## config.mk

```make
export PLATFORM = sky130hd
export DESIGN_NAME = input_buffer_flat
export DESIGN_NICKNAME = d
export VERILOG_FILES = /design/src/rtl/input_buffer_if.sv /design/src/rtl/input_buffer.sv /design/src/flat_wrapper.sv
export SDC_FILE = /design/constraint.sdc
export NUM_CORES = 1
export LEC_CHECK = 0
export ABC_AREA = 1
export BUFFER_PORTS_ARGS = -buffer_cell sky130_fd_sc_hd__buf_2
export CORE_MARGIN = 2
export CORE_UTILIZATION = 56
export CTS_BUF_LIST = sky130_fd_sc_hd__clkbuf_4 sky130_fd_sc_hd__clkbuf_8 sky130_fd_sc_hd__clkbuf_16
export DETAILED_ROUTE_END_ITERATION = 8
export PLACE_DENSITY = 0.78
export SKIP_LAST_GASP = 1
export SLEW_MARGIN = 0
export SYNTH_ARGS = -nofsm -noshare
export SYNTH_HDL_FRONTEND = slang
export SYNTH_SLANG_ARGS = --single-unit
```

## constraint.sdc

```tcl
create_clock -name clk -period 2 [get_ports clk]
set_input_delay 0.3 -clock clk [delete_from_list [all_inputs] [get_ports clk]]
set_output_delay 0.3 -clock clk [all_outputs]
set_load 0.01 [all_outputs]
```

## src/rtl/input_buffer_if.sv

```systemverilog
// Request/acknowledge flit link: producer drives req/data, consumer returns ack.
interface input_buffer_if #(
    parameter int unsigned DATA_WIDTH = 18
);
    logic                  req;
    logic [DATA_WIDTH-1:0] data;
    logic                  ack;

    modport master (output req, output data, input ack);
    modport slave  (input req, input data, output ack);
endinterface

```

## src/rtl/input_buffer.sv

```systemverilog
// Per-input-port flit FIFO: accepts flits from the link, offers the head flit to the switch.
module input_buffer #(
    parameter int unsigned DATA_WIDTH = 18,
    parameter int unsigned DEPTH      = 4
) (
    input  logic                   clk,
    input  logic                   rst,
    input_buffer_if.slave          in_rack_io,
    input_buffer_if.master         out_rack_io,
    output logic [$clog2(DEPTH):0] occupancy,
    output logic                   full,
    output logic                   empty
);
    localparam int unsigned PTR_W = $clog2(DEPTH);
    localparam int unsigned CNT_W = PTR_W + 1;

    logic [DATA_WIDTH-1:0] mem_q [DEPTH];
    logic [DATA_WIDTH-1:0] mem_d [DEPTH];
    logic [PTR_W-1:0]      wr_ptr_q, wr_ptr_d;
    logic [PTR_W-1:0]      rd_ptr_q, rd_ptr_d;
    logic [CNT_W-1:0]      count_q, count_d;
    logic                  push_c;
    logic                  pop_c;

    // Status and handshakes depend on registered state only.
    assign full             = (count_q == CNT_W'(DEPTH));
    assign empty            = (count_q == '0);
    assign occupancy        = count_q;
    assign in_rack_io.ack   = !full;
    assign out_rack_io.req  = !empty;
    assign out_rack_io.data = empty ? '0 : mem_q[rd_ptr_q];

    always_comb begin
        mem_d    = mem_q;
        wr_ptr_d = wr_ptr_q;
        rd_ptr_d = rd_ptr_q;
        count_d  = count_q;
        push_c   = in_rack_io.req && !full && !rst;
        pop_c    = out_rack_io.ack && !empty && !rst;

        if (push_c) begin
            mem_d[wr_ptr_q] = in_rack_io.data;
            wr_ptr_d        = wr_ptr_q + PTR_W'(1);
        end
        if (pop_c) begin
            rd_ptr_d = rd_ptr_q + PTR_W'(1);
        end

        unique case ({push_c, pop_c})
            2'b10:   count_d = count_q + CNT_W'(1);
            2'b01:   count_d = count_q - CNT_W'(1);
            default: count_d = count_q;
        endcase
    end

    always_ff @(posedge clk) begin
        if (rst) begin
            wr_ptr_q <= '0;
            rd_ptr_q <= '0;
            count_q  <= '0;
        end else begin
            wr_ptr_q <= wr_ptr_d;
            rd_ptr_q <= rd_ptr_d;
            count_q  <= count_d;
        end
    end

    // Storage carries no reset; stale contents are never exposed while empty.
    always_ff @(posedge clk) begin
        mem_q <= mem_d;
    end
endmodule

```

## src/flat_wrapper.sv

```systemverilog
// flat-port wrapper written by rule: the top's interface ports become plain ports
module input_buffer_flat 
#(
    parameter int unsigned DATA_WIDTH = 18,
    parameter int unsigned DEPTH      = 4
)
  (clk, rst, occupancy, full, empty, in_rack_io_req, in_rack_io_data, in_rack_io_ack, out_rack_io_req, out_rack_io_data, out_rack_io_ack);
  input_buffer_if #(.DATA_WIDTH(DATA_WIDTH)) in_rack_io_i ();
  input_buffer_if #(.DATA_WIDTH(DATA_WIDTH)) out_rack_io_i ();
  input  logic clk;
  input  logic rst;
  output logic [$clog2(DEPTH):0] occupancy;
  output logic full;
  output logic empty;
  input wire logic [$bits(in_rack_io_i.req)-1:0] in_rack_io_req;
  input wire logic [$bits(in_rack_io_i.data)-1:0] in_rack_io_data;
  output wire logic [$bits(in_rack_io_i.ack)-1:0] in_rack_io_ack;
  output wire logic [$bits(out_rack_io_i.req)-1:0] out_rack_io_req;
  output wire logic [$bits(out_rack_io_i.data)-1:0] out_rack_io_data;
  input wire logic [$bits(out_rack_io_i.ack)-1:0] out_rack_io_ack;
  assign in_rack_io_i.req = in_rack_io_req;
  assign in_rack_io_i.data = in_rack_io_data;
  assign in_rack_io_ack = in_rack_io_i.ack;
  assign out_rack_io_req = out_rack_io_i.req;
  assign out_rack_io_data = out_rack_io_i.data;
  assign out_rack_io_i.ack = out_rack_io_ack;
  input_buffer #(.DATA_WIDTH(DATA_WIDTH), .DEPTH(DEPTH)) u_core (.clk(clk), .rst(rst), .in_rack_io(in_rack_io_i), .out_rack_io(out_rack_io_i), .occupancy(occupancy), .full(full), .empty(empty));
endmodule
```

==> flow_results.org, run 1 <==
** Run status
- The flow ran to the end, and the final reports show no timing, DRC or antenna violations.

** Timing
- Number of max-slew violations in the final report :: 0
- Setup repair after global routing missed its margin :: true
- Static timing analysis puts the maximum clock frequency at between 0.5 and 0.6 GHz.
- Final Critical Period :: between 1.5 and 2 ns
- At the pin with the least slew margin, the transition time is ~0.29 ns.
- Setup violations remaining at the end of the flow were counted as 0.
- Worst slew margin relative to its limit :: roughly four fifths
- In the finished design, the share of the clock period the worst path needs comes to between 90% and 100%.
- Adding up every negative setup slack in the final design gives 0 ns.
- Clock skew after layout :: roughly 0.0089 ns
- Number of endpoints with negative hold slack in the final report :: 0

** GRT
- Global routing finished with a remaining overflow of 0.
- Vias in the first global route :: 2,084
- The first global-routing pass estimated 9270 µm of wire.
- Overall track demand over capacity in global routing :: around 20%
- Maximum number of pins on one net before global-route repair :: 25
- Initial antenna violation count :: 0

** Synth
- Count leader, synth :: sky130_fd_sc_hd__nor2_1
- Post-synthesis net count :: between 300 and 400
- Synthesis instantiated 18 different standard cells from the library.
- Cell area after technology mapping :: approximately 3200 µm²
- Leading cell types by count after synthesis :: 82 x sky130_fd_sc_hd__nor2_1, 72 x sky130_fd_sc_hd__edfxtp_1, 23 x sky130_fd_sc_hd__a21oi_1, 21 x sky130_fd_sc_hd__o21ai_0, 18 x sky130_fd_sc_hd__o21ai_1
- FF+latch count, synth :: 79
- The largest total area in the synthesized netlist belongs to sky130_fd_sc_hd__edfxtp_1.
- Largest cells by area after synthesis :: sky130_fd_sc_hd__edfxtp_1 67%, sky130_fd_sc_hd__nor2_1 9.6%, sky130_fd_sc_hd__dfxtp_1 4.4%, sky130_fd_sc_hd__a21oi_1 3.6%, sky130_fd_sc_hd__o21ai_0 3.3%
- Portion of the post-synthesis area used by sequential elements :: 71.5%
- Gate count of the mapped netlist :: around 280
- Most frequently used flop master after synthesis :: sky130_fd_sc_hd__edfxtp_1
- Counting flops with a built-in enable in the synthesized netlist gives just over 70.
- The top cell type by area accounts for approximately 67% of the synthesized area.
- In this run the mean area of a mapped cell was 11.7 µm².
- Fraction of registers with async set or reset after synthesis :: 0%
- For this run, the number of Yosys warnings is 0.

** Routing
- DRC violation count after routing :: 0
- Routed WL :: about 6000 µm
- The count of nets left with antenna violations once routing finished came out at 0.
- Dividing the detail-routed wire length by the instance count gives roughly 14 µm.
- Iter 0 DRT Violations :: ~150
- First-pass iteration count of the detailed router :: 4
- Via-per-instance ratio :: around 5.1
- Total via count after detailed routing :: between 2,000 and 2,500

** Floorplanning
- Std cell rows :: 27
- The floorplan step set the die width to ~80 µm.
- Die Area :: 6370 µm²
- During I/O placement, the number of pins put on the boundary was 47.
- Floorplan die height :: between 70 and 80 µm
- The initial utilization of the core area, before any placement, comes to between 50% and 60%.
- After floorplanning, the core was sized to cover 5540 µm².

** Placed design
- Routability-driven placement finished with a final weighted congestion of about 0.74.
- Once detailed placement completed, the half-perimeter wirelength came to 3630 µm.
- In this run the cell area measured after placement is approximately 3600 µm².
- The count of buffers added on input and output ports is 46.

** Clock network
- Clk root buf :: sky130_fd_sc_hd__clkbuf_8
- The number of clock buffers added by TritonCTS is 9.
- Clock net sink count :: 79
- No sink is reached through more buffers than the 2 on the longest clock path.
- CTS tree :: yes
- Worst-path clk slew :: about 0.070 ns
- Post-cts resize count :: 0
- Clock latency reported for the late side of the worst-skew pair :: roughly 0.34 ns
- Maximum level of the CTS H-tree :: 3
- Number of hold buffers added after cts :: 0
- Number of setup buffers added after CTS :: 0

** Worst setup path
- By startpoint and endpoint, the worst setup path is classified as reg -> out.
- Along the worst path, the maximum fanout reaches 19.
- CP endpoint kind :: primary output
- At the worst endpoint, the arrival time is ~1.6 ns.
- At the worst endpoint, the required time is between 1.5 and 2 ns.
- Startpoint type of the worst setup path :: flop

** Power
- Standby leakage power :: between 0.001 and 0.0015 µW
- The clock network is responsible for ~30% of the overall power.
- Sw frac :: about a quarter
- Per report_power, the sequential group accounts for 54.4% of the total.
- Switch Pwr :: 889 µW
- Dividing total power by cell area gives a power density of 921 nW/µm².
- Logic pwr share :: between 10% and 20%
- IR analysis of the VDD net gives a maximum drop of approximately 0.00053 V.
- Internal Pwr Total :: around 2600 µW

** Cells and area
- Final cell utilization of the core :: between 60% and 70%
- Area of combinational cells with multiple inputs :: 777 µm²
- From synthesis to final layout, the design area changed by 16.4%.
- After routing the design area is about 3700 µm².
- The net count of the finished layout is 360.
- The post-route netlist has between 20% and 30% of its cells at a drive strength greater than 1.
- Filler Cell Count :: 420
- Area used by sequential logic in the layout :: between 2000 and 2500 µm²
- 0 antenna diodes ended up in the layout.

** Flow run
- Max cap viols :: 0

** Hold path
- The min-delay analysis places its worst path in the category in -> reg.
==> worst max-delay path, cell delays in order (launching register included) <==
cell	delay, ns
sky130_fd_sc_hd__dfxtp_1	0.36
sky130_fd_sc_hd__buf_4	0.20
sky130_fd_sc_hd__inv_4	0.13
sky130_fd_sc_hd__nor2_1	0.14
sky130_fd_sc_hd__o21ai_1	0.08
sky130_fd_sc_hd__a21oi_1	0.15
sky130_fd_sc_hd__buf_2	0.15
==> metal layers <==
metal	share of wire (%)	global-route usage (%)	routed length, µm	vias to the layer above
met1	43	22.8	2530	954
met5	0	0	0	-
met4	1.8	11.4	104	0
li1	-	-	-	1062
met3	4.8	3.62	278	8
met2	50	35.0	2920	52
==> per-stage QoR <==
stage	worst slack, ns	total power [µW]	cells	hold WS [ns]
floorplan	-0.0175	2250	275	0.369
global placement	0.201	2450	393	0.499
detailed placement	0.0976	2460	393	0.496
CTS	0.0555	3470	409	0.143
global route	-0.00816	3590	409	0.150
finish	0.152	3450	409	0.153
==> path summary, 6_finish.rpt <==
check	slack (ns)	endpoint	cells past startpoint	from
max reg2reg	0.17	u_core.occupancy[2]	12	u_core.occupancy[1]
min	0.15	u_core.wr_ptr_q[1]	2	rst
max	0.15	out_rack_io_data[6]	6	u_core.rd_ptr_q[1]
min reg2reg	0.50	u_core.wr_ptr_q[1]	2	u_core.wr_ptr_q[1]
==> flip-flops by register name, indices dropped and copies added, names as in the netlist <==
name              flops
u_core.rd_ptr_q       2
u_core.occupancy      3
u_core.wr_ptr_q       2
u_core.mem_q         72
==> power by group through the flow <==
stage                     sequential, µW  combinational [µW]  clock [µW]
after floorplan                     1920                 337           0
after global placement              1910                 534           0
after detailed placement            1910                 547           0
after CTS                           1880                 550        1040
after global routing                1880                 621        1090
final                               1880                 551        1020
==> placed cells by master (no fill, tap or decap) <==
| cell type | instances |
|---|---|
| sky130_fd_sc_hd__nor2_1 | 82 |
| sky130_fd_sc_hd__edfxtp_1 | 72 |
| sky130_fd_sc_hd__buf_2 | 46 |
| sky130_fd_sc_hd__a21oi_1 | 23 |
| sky130_fd_sc_hd__o21ai_0 | 21 |
| sky130_fd_sc_hd__o21ai_1 | 18 |
| sky130_fd_sc_hd__inv_1 | 15 |
| sky130_fd_sc_hd__nand2_1 | 12 |
| sky130_fd_sc_hd__clkbuf_8 | 10 |
| sky130_fd_sc_hd__buf_4 | 9 |
| sky130_fd_sc_hd__dfxtp_1 | 7 |
| sky130_fd_sc_hd__ha_1 | 5 |
| sky130_fd_sc_hd__nand3_1 | 3 |
| sky130_fd_sc_hd__clkinv_2 | 3 |
| sky130_fd_sc_hd__inv_4 | 2 |
| sky130_fd_sc_hd__clkbuf_4 | 2 |
| sky130_fd_sc_hd__nand3_2 | 1 |
| sky130_fd_sc_hd__inv_2 | 1 |
| sky130_fd_sc_hd__nand4_1 | 1 |
| sky130_fd_sc_hd__fa_1 | 1 |
| sky130_fd_sc_hd__clkinvlp_4 | 1 |
| sky130_fd_sc_hd__buf_12 | 1 |
| sky130_fd_sc_hd__buf_6 | 1 |
==> cells by family (layout without fill, tap and decap cells) <==
| kind of cell | after synthesis | count (layout) | share of synthesized area [%] |
|---|---|---|---|
| and+or+nand+nor | 99 | 99 | 11.8 |
| DFF | 79 | 79 | 71.5 |
| AOI/OAI and AO/OA | 62 | 62 | 9.64 |
| buffers and inverters | 29 | 91 | 4.51 |
| adders and majority gates | 6 | 6 | 2.57 |
==> area by class of cell <==
| type | count | share of cell area, % |
|---|---|---|
| multi-input cells | 167 | 20.7 |
| well taps | 72 | 2.40 |
| repair buffers | 57 | 8.78 |
| flip-flops and latches | 79 | 61.5 |
| clock buffers | 12 | 4.07 |
| clock inverters | 4 | 0.601 |
| inverters | 18 | 1.94 |
Note: power is estimated with default switching activity, not from simulation.
==> run 2: changes to the inputs <==
Settings changed: CELL_PAD_IN_SITES_DETAIL_PLACEMENT from default to 1, CELL_PAD_IN_SITES_GLOBAL_PLACEMENT from default to 2, CORE_UTILIZATION 56 to 37, PLACE_DENSITY 0.78 to default, PLACE_DENSITY_LB_ADDON from default to 0.1.
==> run 2 against run 1 <==
First-iteration DRC count fell by 69%. Hold slack got worse by 0.012 ns. Clock power barely moved. Sequential power barely moved. Combinational power rose by 5.4%. Critical endpoint is now out_rack_io_data[1]. Highest routed layer unchanged.
==> flow_results.org, run 2 (synthesis gave the netlist of run 1 again) <==
** Worst setup path
- The number of buffer and inverter stages on the critical path was 2 (-1).
- For this design, the slowest cell found on the critical path is sky130_fd_sc_hd__dfxtp_2.
- Walking the worst path, the cells encountered are buf_4, nor2_1, nor2_1, o21ai_0, a21oi_1, buf_2.
- Largest delay contributor family on the critical path :: flip-flops
- STA classifies the critical path endpoint as a primary output.
- CP Data Required Time :: 1.70 ns (about the same)
- Among the stages of the critical path, the cell type that occurs most often is sky130_fd_sc_hd__nor2_1.
- Startpoint type of the worst setup path :: flop
- Type of the worst setup path :: reg -> out
- The arrival time at the worst endpoint is 1.54 ns (about the same).
- The maximum fanout along the worst path came to 11 (-8).
- Worst path max stage delay :: 0.38 ns (+0.02 ns)

** Run status
- The run finished with clean final reports.

** Power
- Design Power :: 3480 µW (+0.92%)
- Internal Pwr Total :: 2530 µW (-1.4%)
- Relative contribution of sequential cells to total power :: 54.2% (-0.2 points)
- Sw frac :: 27.5% (+1.7 points)
- Switch Pwr :: 957 µW (+7.6%)
- Standby leakage power :: 0.00148 µW (+1.3%)
- The total power per unit cell area is 904 nW/µm² (-1.8%).
- Max rail drop VDD :: 0.000432 V (-18%)
- The proportion of power drawn by combinational gates was 16.7% (+0.7 points).
- Clock group share of total power :: 29.1% (-0.5 points)

** Placed design
- The number of port buffers was 46 (unchanged).
- Dpl cell area :: 3650 µm² (+2.6%)
- The weighted congestion reported at the end of routability-driven placement is 0.701 (-5.3%).
- Post-DP HPWL :: 4720 µm (+30%)

** Routing
- Routed WL :: 7100 µm (+22%)
- Via-per-instance ratio :: 4.76 (-6.1%)
- The count of unresolved DRC violations after routing is 0 (unchanged).
- The number of search-and-repair iterations in the first detailed-routing pass came to 4 (unchanged).
- Post-route antenna net violation count :: 0 (unchanged)
- Total via count after detailed routing :: 2,144 (+3.3%)
- Mean routed wirelength per cell :: 15.8 µm (+11%)
- The violation count after the first detailed-routing iteration came to 48 (-69%).

** Timing
- Worst slew margin relative to its limit :: 82.0% (+1.0 points)
- Slew at the pin closest to its max-slew limit :: 0.270 ns (-0.0154 ns)
- The final period utilization came to 91.9% (-0.54 points).
- Total negative slack for setup checks :: 0 ns (unchanged)
- The count of pins over their slew limit was 0 (unchanged).
- The highest achievable clock rate was 0.544 GHz (+0.59%).
- Setup repair after global routing missed its margin :: true
- The setup clock skew after layout was 0.0106 ns (+0.00175 ns).
- Final Critical Period :: 1.84 ns (-0.0108 ns)
- Number of endpoints failing setup at the final stage :: 0 (unchanged)
- Number of endpoints with negative hold slack in the final report :: 0 (unchanged)

** Floorplanning
- The effective utilization at floorplan was 37.5% (-21 points).
- The row count came to 34 (+26%).
- The die outline width came to 97.3 µm (+22%).
- Floorplan die height :: 97.3 µm (+22%)
- Total I/O pin count :: 47 (unchanged)
- The core outline area came to 8590 µm² (+55%).
- Die Area :: 9460 µm² (+49%)

** Cells and area
- The share of cells above drive strength 1 came to 26.9% (+4.1 points).
- Fin area :: 3850 µm² (+2.8%)
- Signed area change from the synthesized netlist to the final layout :: 19.6%
- The flip-flop count of the largest register, all copies and words added was 72 (unchanged).
- Diode count :: 0 (unchanged)
- Commonest cells after routing, fill and taps aside :: 77 x sky130_fd_sc_hd__nor2_1, 72 x sky130_fd_sc_hd__edfxtp_1, 46 x sky130_fd_sc_hd__buf_2
- Total number of nets in the final design :: 365 (+1.4%)
- Most common cell after layout, fill and taps aside :: sky130_fd_sc_hd__nor2_1
- u_core.mem_q holds more flip-flops than any other register.

** Clock network
- In this run the clock root is driven by a sky130_fd_sc_hd__clkbuf_8.
- The total clock sinks was 79 (unchanged).
- Number of hold buffers added after cts :: 0 (unchanged)
- The clock insertion delay at the later pin of the skew report is 0.34 ns (about the same).
- TritonCTS built the clock tree.
- The number of buffers on the longest clock path came to 2 (unchanged).
- Number of buffers created by CTS :: 9 (unchanged)
- The post-CTS setup buffer count came to 0 (unchanged).
- The clock-pin slew of the registers on the worst-case setup and hold paths was 0.07 ns (about the same).
- Maximum level of the CTS H-tree :: 3 (unchanged)

** Flow run
- Max cap viols :: 0 (unchanged)

** GRT
- Vias in the first global route :: 2,253 (+8.1%)
- Overall track demand over capacity in global routing :: 16.3% (-3.6 points)
- Initial antenna violation count :: 0 (unchanged)
- Maximum number of pins on one net before global-route repair :: 20 (-20%)
- GRT Residual Overflow :: 0 (unchanged)
- The wire length of the first global-routing pass came to 11,800 µm (+27%).

** Hold path
- Class of the most critical hold timing path :: in -> reg
-- run 2: cell type report --
class,instances,area [µm²]
Fill cell,955,4740
Inverter,18,72.6
Clock buffer,10,131
Multi-Input combinational cell,167,800
Clock inverter,6,37.5
Tap cell,108,135
Sequential cell,79,2310
Timing Repair Buffer,62,367
-- run 2: layer usage --
metal	GRT usage [%]	up-vias	wire length [µm]	share of wire (%)
met2	27.0	36	3460	49
met5	0	-	0	0
met1	21.6	1026	3330	47
met3	3.17	10	198	2.8
li1	-	1072	-	-
met4	5.77	0	115	1.6
-- run 2: worst paths after layout --
check	startpoint	endpoint	slack, ns	cells past startpoint
setup / recovery	u_core.rd_ptr_q[0]	out_rack_io_data[1]	0.16	6
hold / removal	rst	u_core.wr_ptr_q[1]	0.14	2
setup reg to reg	u_core.occupancy[0]	u_core.occupancy[2]	0.23	12
hold reg to reg	u_core.wr_ptr_q[1]	u_core.wr_ptr_q[1]	0.50	2
-- run 2: power groups by stage --
stage,registers (µW),logic [µW],clock network [µW]
6_report,1890,581,1020
4_1_cts,1880,580,1050
3_3_place_gp,1920,575,0
3_5_place_dp,1920,578,0
5_1_grt,1890,663,1120
2_1_floorplan,1920,337,0
-- run 2: stage by stage --
| stage | setup slack, ns | cells | utilization, % | hold WS, ns |
|---|---|---|---|---|
| 5_1_grt | -0.0246 | 450 | 44.8 | 0.129 |
| 2_1_floorplan | -0.0175 | 275 | - | 0.369 |
| 4_1_cts | 0.0327 | 450 | 44.5 | 0.127 |
| 6_report | 0.163 | 450 | 44.8 | 0.142 |
| 3_3_place_gp | 0.214 | 434 | 42.5 | 0.506 |
| 3_5_place_dp | 0.136 | 434 | 42.5 | 0.497 |
-- run 2: repair_timing --
action | in CTS | in global routing
resized for setup | 1 | 14
pin swaps | 0 | 1
endpoints found under the setup margin | 17 | 20
==> run 3: changes to the inputs <==
Settings changed: ABC_AREA 1 to 0, BUFFER_PORTS_ARGS -buffer_cell sky130_fd_sc_hd__buf_2 to default, CORE_UTILIZATION 37 to 46, DONT_BUFFER_PORTS from default to 1.
==> run 3 against run 2 <==
Largest power group unchanged. Non-clock buffer count decreased by 40. Largest cell class unchanged. Combinational power decreased by 27%. Sequential share of layout area increased by 3.3 points. Design area decreased by 5.0%. The run now ends with setup timing left.
==> flow_results.org, run 3 <==
** Routing
- First-pass iteration count of the detailed router :: 4 (unchanged)
- The count of unresolved DRC violations after routing came to 0 (unchanged).
- Total via count after detailed routing :: 1,532 (-29%)
- Routed WL :: 5900 µm (-17%)
- Iter 0 DRT Violations :: 126 (+160%)
- The routed wire length per instance is 21.1 µm (+34%).
- The via count normalized by instance count was 5.49 (+15%).
- Post-route antenna net violation count :: 0 (unchanged)

** Clock network
- Clock latency reported for the late side of the worst-skew pair :: 0.35 ns (about the same)
- The number of buffers created by CTS came to 9 (unchanged).
- The number of buffers on the longest clock path is 2 (unchanged).
- Clk root buf :: sky130_fd_sc_hd__clkbuf_8
- The number of levels the H-tree was split into came to 3 (unchanged).
- The clock-pin slew of the registers on the worst-case setup and hold paths is 0.07 ns (about the same).
- CTS tree :: yes
- The total clock sinks is 79 (unchanged).

** Hold path
- The instance count along the most critical hold path was 1 (-1).
- In this run the most critical hold path is launched from rst.
- In this run the worst hold path is classified as in -> reg.
- Worst Hold Path EP :: u_core.occupancy[1]

** Worst setup path
- The count of cells along the worst register-to-register path is 9 (-3).
- The delay of the slowest cell on the worst path was 0.40 ns (+0.02 ns).
- Worst setup slack for register-to-register paths :: -0.03 ns (-0.26 ns)
- CP max-delay cell :: sky130_fd_sc_hd__dfxtp_4
- The arrival time at the worst endpoint came to 2.31 ns (+0.77 ns).
- STA classifies the critical path startpoint as a flop.
- The maximum fanout along the worst path is 6 (-5).
- List of cells traversed by the critical path :: nor3b_4, nor3_2, inv_1, ha_2, inv_1, fa_2, xor2_1, or3_1, a21oi_2
- End of the worst register-to-register path :: u_core.occupancy[2]
- The required time at the endpoint of the critical path came to 2.28 ns (+0.58 ns).
- Start of the worst register-to-register path :: u_core.occupancy[2]
- The worst setup path is of the reg -> reg kind.
- Cell mode on critical path :: sky130_fd_sc_hd__inv_1
- STA classifies the critical path endpoint as a flop.

** GRT
- The global-route met2 utilization came to 28.9% (+2.0 points).
- The residual overflow from global routing came to 0 (unchanged).
- The met3 layer usage reported by global route came to 6.35% (+3.2 points).
- First-pass GRT wire length :: 9160 µm (-22%)
- Initial antenna violation count :: 0 (unchanged)
- The maximum number of pins on one net before global-route repair came to 23 (+15%).
- The number of global-route vias before repair is 1,684 (-25%).
- The layer flagged by global routing as most heavily used is met2.
- The met1 routing resource usage after global routing came to 19.8% (-1.8 points).
- Overall track demand over capacity in global routing :: 17.2% (+0.92 points)

** Timing
- Setup repair after global routing missed its margin :: true
- The actual slew at the worst max-slew pin came to 0.299 ns (+0.0291 ns).
- The worst slew margin relative to its limit was 80.0% (-1.9 points).
- The final hold violation count was 0 (unchanged).
- Maximum clock frequency :: 0.493 GHz (-9.4%)
- Clock skew after layout :: 0.00953 ns (-0.00111 ns)
- Final worst hold slack :: 0.0173 ns (-0.124 ns)
- Fin worst setup slack :: -0.0279 ns (-0.191 ns)
- Final Critical Period :: 2.03 ns (+0.191 ns)
- Number of max-slew violations in the final report :: 0 (unchanged)
- The final period utilization came to 101% (+9.5 points).
- Number of endpoints failing setup at the final stage :: 1 (+1)

** Cells and area
- Final cell utilization of the core :: 54.1% (+9.3 points)
- The library cell used most frequently in the layout, excluding fill and tap cells, is sky130_fd_sc_hd__edfxtp_1.
- The share of cells above drive strength 1 was 33.7% (+6.8 points).
- The final cell count without fillers came to 279 (-38%).
- The register with the most flip-flops in the final layout is u_core.mem_q.
- Number of flip-flops under the largest register name :: 72 (unchanged)
- The library cells used most frequently in the layout, excluding fill and tap cells, are 72 x sky130_fd_sc_hd__edfxtp_1, 18 x sky130_fd_sc_hd__mux4_2, 18 x sky130_fd_sc_hd__buf_4.
- The filler cell count is 623 (-35%).
- Relative to the synthesized area, the layout overhead comes to 14.9%.
- Total number of nets in the final design :: 222 (-39%)
- Diode count :: 0 (unchanged)

** Floorplanning
- The core outline area was 6760 µm² (-21%).
- The effective utilization at floorplan came to 47.1% (+9.6 points).
- The die area came to 7600 µm² (-20%).
- DIE WIDTH :: 87.2 µm (-10%)
- Total I/O pin count :: 47 (unchanged)
- The row count was 30 (-12%).
- Floorplan die height :: 87.2 µm (-10%)

** Synth
- FF+latch count, synth :: 79 (unchanged)
- Fraction of registers with async set or reset after synthesis :: 0% (unchanged)
- Post-synthesis net count :: 196 (-35%)
- Post-synth EDFFs :: 72 (unchanged)
- The count of warnings emitted by yosys came to 0 (unchanged).
- Yosys attributes the largest share of cell area to sky130_fd_sc_hd__edfxtp_1 68%, sky130_fd_sc_hd__mux4_2 13%, sky130_fd_sc_hd__dfxtp_1 4.4%, sky130_fd_sc_hd__nor2b_1 3.1%, sky130_fd_sc_hd__ha_1 2.0%.
- Leading cell types by count after synthesis :: 72 x sky130_fd_sc_hd__edfxtp_1, 18 x sky130_fd_sc_hd__mux4_2, 16 x sky130_fd_sc_hd__nor2b_1, 9 x sky130_fd_sc_hd__inv_1, 7 x sky130_fd_sc_hd__dfxtp_1
- For this run, the leading register cell type out of synthesis is sky130_fd_sc_hd__edfxtp_1.
- The sequential element share of the synthesized area is 72.4% (+0.84 points).
- The gate count after technology mapping is 168 (-39%).
- The largest total area in the synthesized netlist belongs to sky130_fd_sc_hd__edfxtp_1.
- By instance count, the leading cell after synthesis is sky130_fd_sc_hd__edfxtp_1.
- The share of the synthesized area in the top cell type came to 68.0% (+0.79 points).
- Post-synth cell types :: 23 (+5)
- Average cell area after synthesis :: 18.9 µm² (+62%)
- The netlist area before placement came to 3180 µm² (-1.2%).

** Flow run
- The count of maximum capacitance violations is 0 (unchanged).

** Power
- Design Power :: 3470 µW (-0.28%)
- The largest voltage drop on the vdd net is 0.000543 V (+26%).
- The total power per unit cell area came to 950 nW/µm² (+5.0%).
- The reported leakage power came to 0.00119 µW (-20%).

** Run status
- The checks that failed: setup timing.
- Status :: finished with violations

** Placed design
- Place WS :: -0.0238 ns (-0.160 ns)
- Number of buffer cells added on primary ports :: 0 (-100%)
- Post-DP HPWL :: 3980 µm (-15%)
- Post-placement cell count :: 257 (-41%)
- The weighted congestion reported at the end of routability-driven placement is 0.743 (+6.0%).
-- run 3: cell types whose count changed in the layout (fill, tap and decap cells not counted), moves of 6 or more --
cell,previous run,this run
sky130_fd_sc_hd__a21oi_1,23,3
sky130_fd_sc_hd__buf_2,46,0
sky130_fd_sc_hd__inv_1,15,9
sky130_fd_sc_hd__mux4_2,0,18
sky130_fd_sc_hd__nand2_1,10,1
sky130_fd_sc_hd__nor2_1,77,6
sky130_fd_sc_hd__nor2b_1,0,16
sky130_fd_sc_hd__o21ai_0,21,3
sky130_fd_sc_hd__o21ai_1,18,0
-- run 3: layout make-up --
type	count	area (µm²)	area share, %
timing repair buffer	22	186	5.10
clock buffer	9	124	3.39
sequential	79	2310	63.2
inverter	9	33.8	0.924
tap	80	100	2.74
multi-input combinational	73	830	22.7
clock inverter	7	71.3	1.95
-- run 3: cell families (layout without fill, tap and decap cells) --
kind of cell	count (synthesis)	count (layout)	synth area share, %
muxes	19	19	13.1
adders and majority gates	6	6	2.60
xor gates and xnor gates	3	3	0.826
AOI/OAI and AO/OA	8	8	1.34
and+or+nand+nor	37	37	7.31
buffers and inverters	16	47	2.52
DFF	79	79	72.4
-- run 3: routing by layer --
metal  vias up  part of all wire (%)
met5         -                     0
met4         0                   2.6
met3        13                   5.8
met2        45                    52
met1       784                    39
li1        690                     -
-- run 3: what timing repair did --
action                                  CTS  global route
endpoints found under the setup margin    5             5
hold buffers                              1             1
pin swaps                                 1             0
gates resized for setup                   1             3
endpoints found under the hold margin     2             1
setup buffers                             3             1
-- run 3: worst max-delay path: cells and delay by family (launching register included) --
kind	cells	cell delay [ns]
buf+inv	2	0.12
flops	1	0.40
simple gates	3	0.66
fa+ha+maj	2	0.50
xor+xnor	1	0.15
compound gates	1	0.12
-- run 3: metrics by stage --
| step | instance area (µm²) | TNS, ns |
|---|---|---|
| 3_3_place_gp | 3400 | 0 |
| 5_1_grt | 3660 | -0.165 |
| 6_report | 3660 | -0.0279 |
| 2_1_floorplan | 3210 | 0 |
| 4_1_cts | 3630 | 0 |
| 3_5_place_dp | 3400 | -0.0238 |
-- run 3: power breakdown --
part / internal, µW / switching, µW
Clock: 576 / 589
Combinational: 196 / 230
Sequential: 1850 / 30.4
-- run 3: worst max path at each step --
stage,start,end,slack [ns],cells after the start
floorplan,u_core.occupancy[1],u_core.occupancy[2],0.001,9
global placement,u_core.occupancy[2],u_core.occupancy[2],0.09,9
detailed placement,u_core.occupancy[2],u_core.occupancy[2],-0.02,9
CTS,u_core.occupancy[2],u_core.occupancy[2],0.003,9
global route,u_core.occupancy[2],u_core.occupancy[2],-0.12,9
finish,u_core.occupancy[2],u_core.occupancy[2],-0.03,9
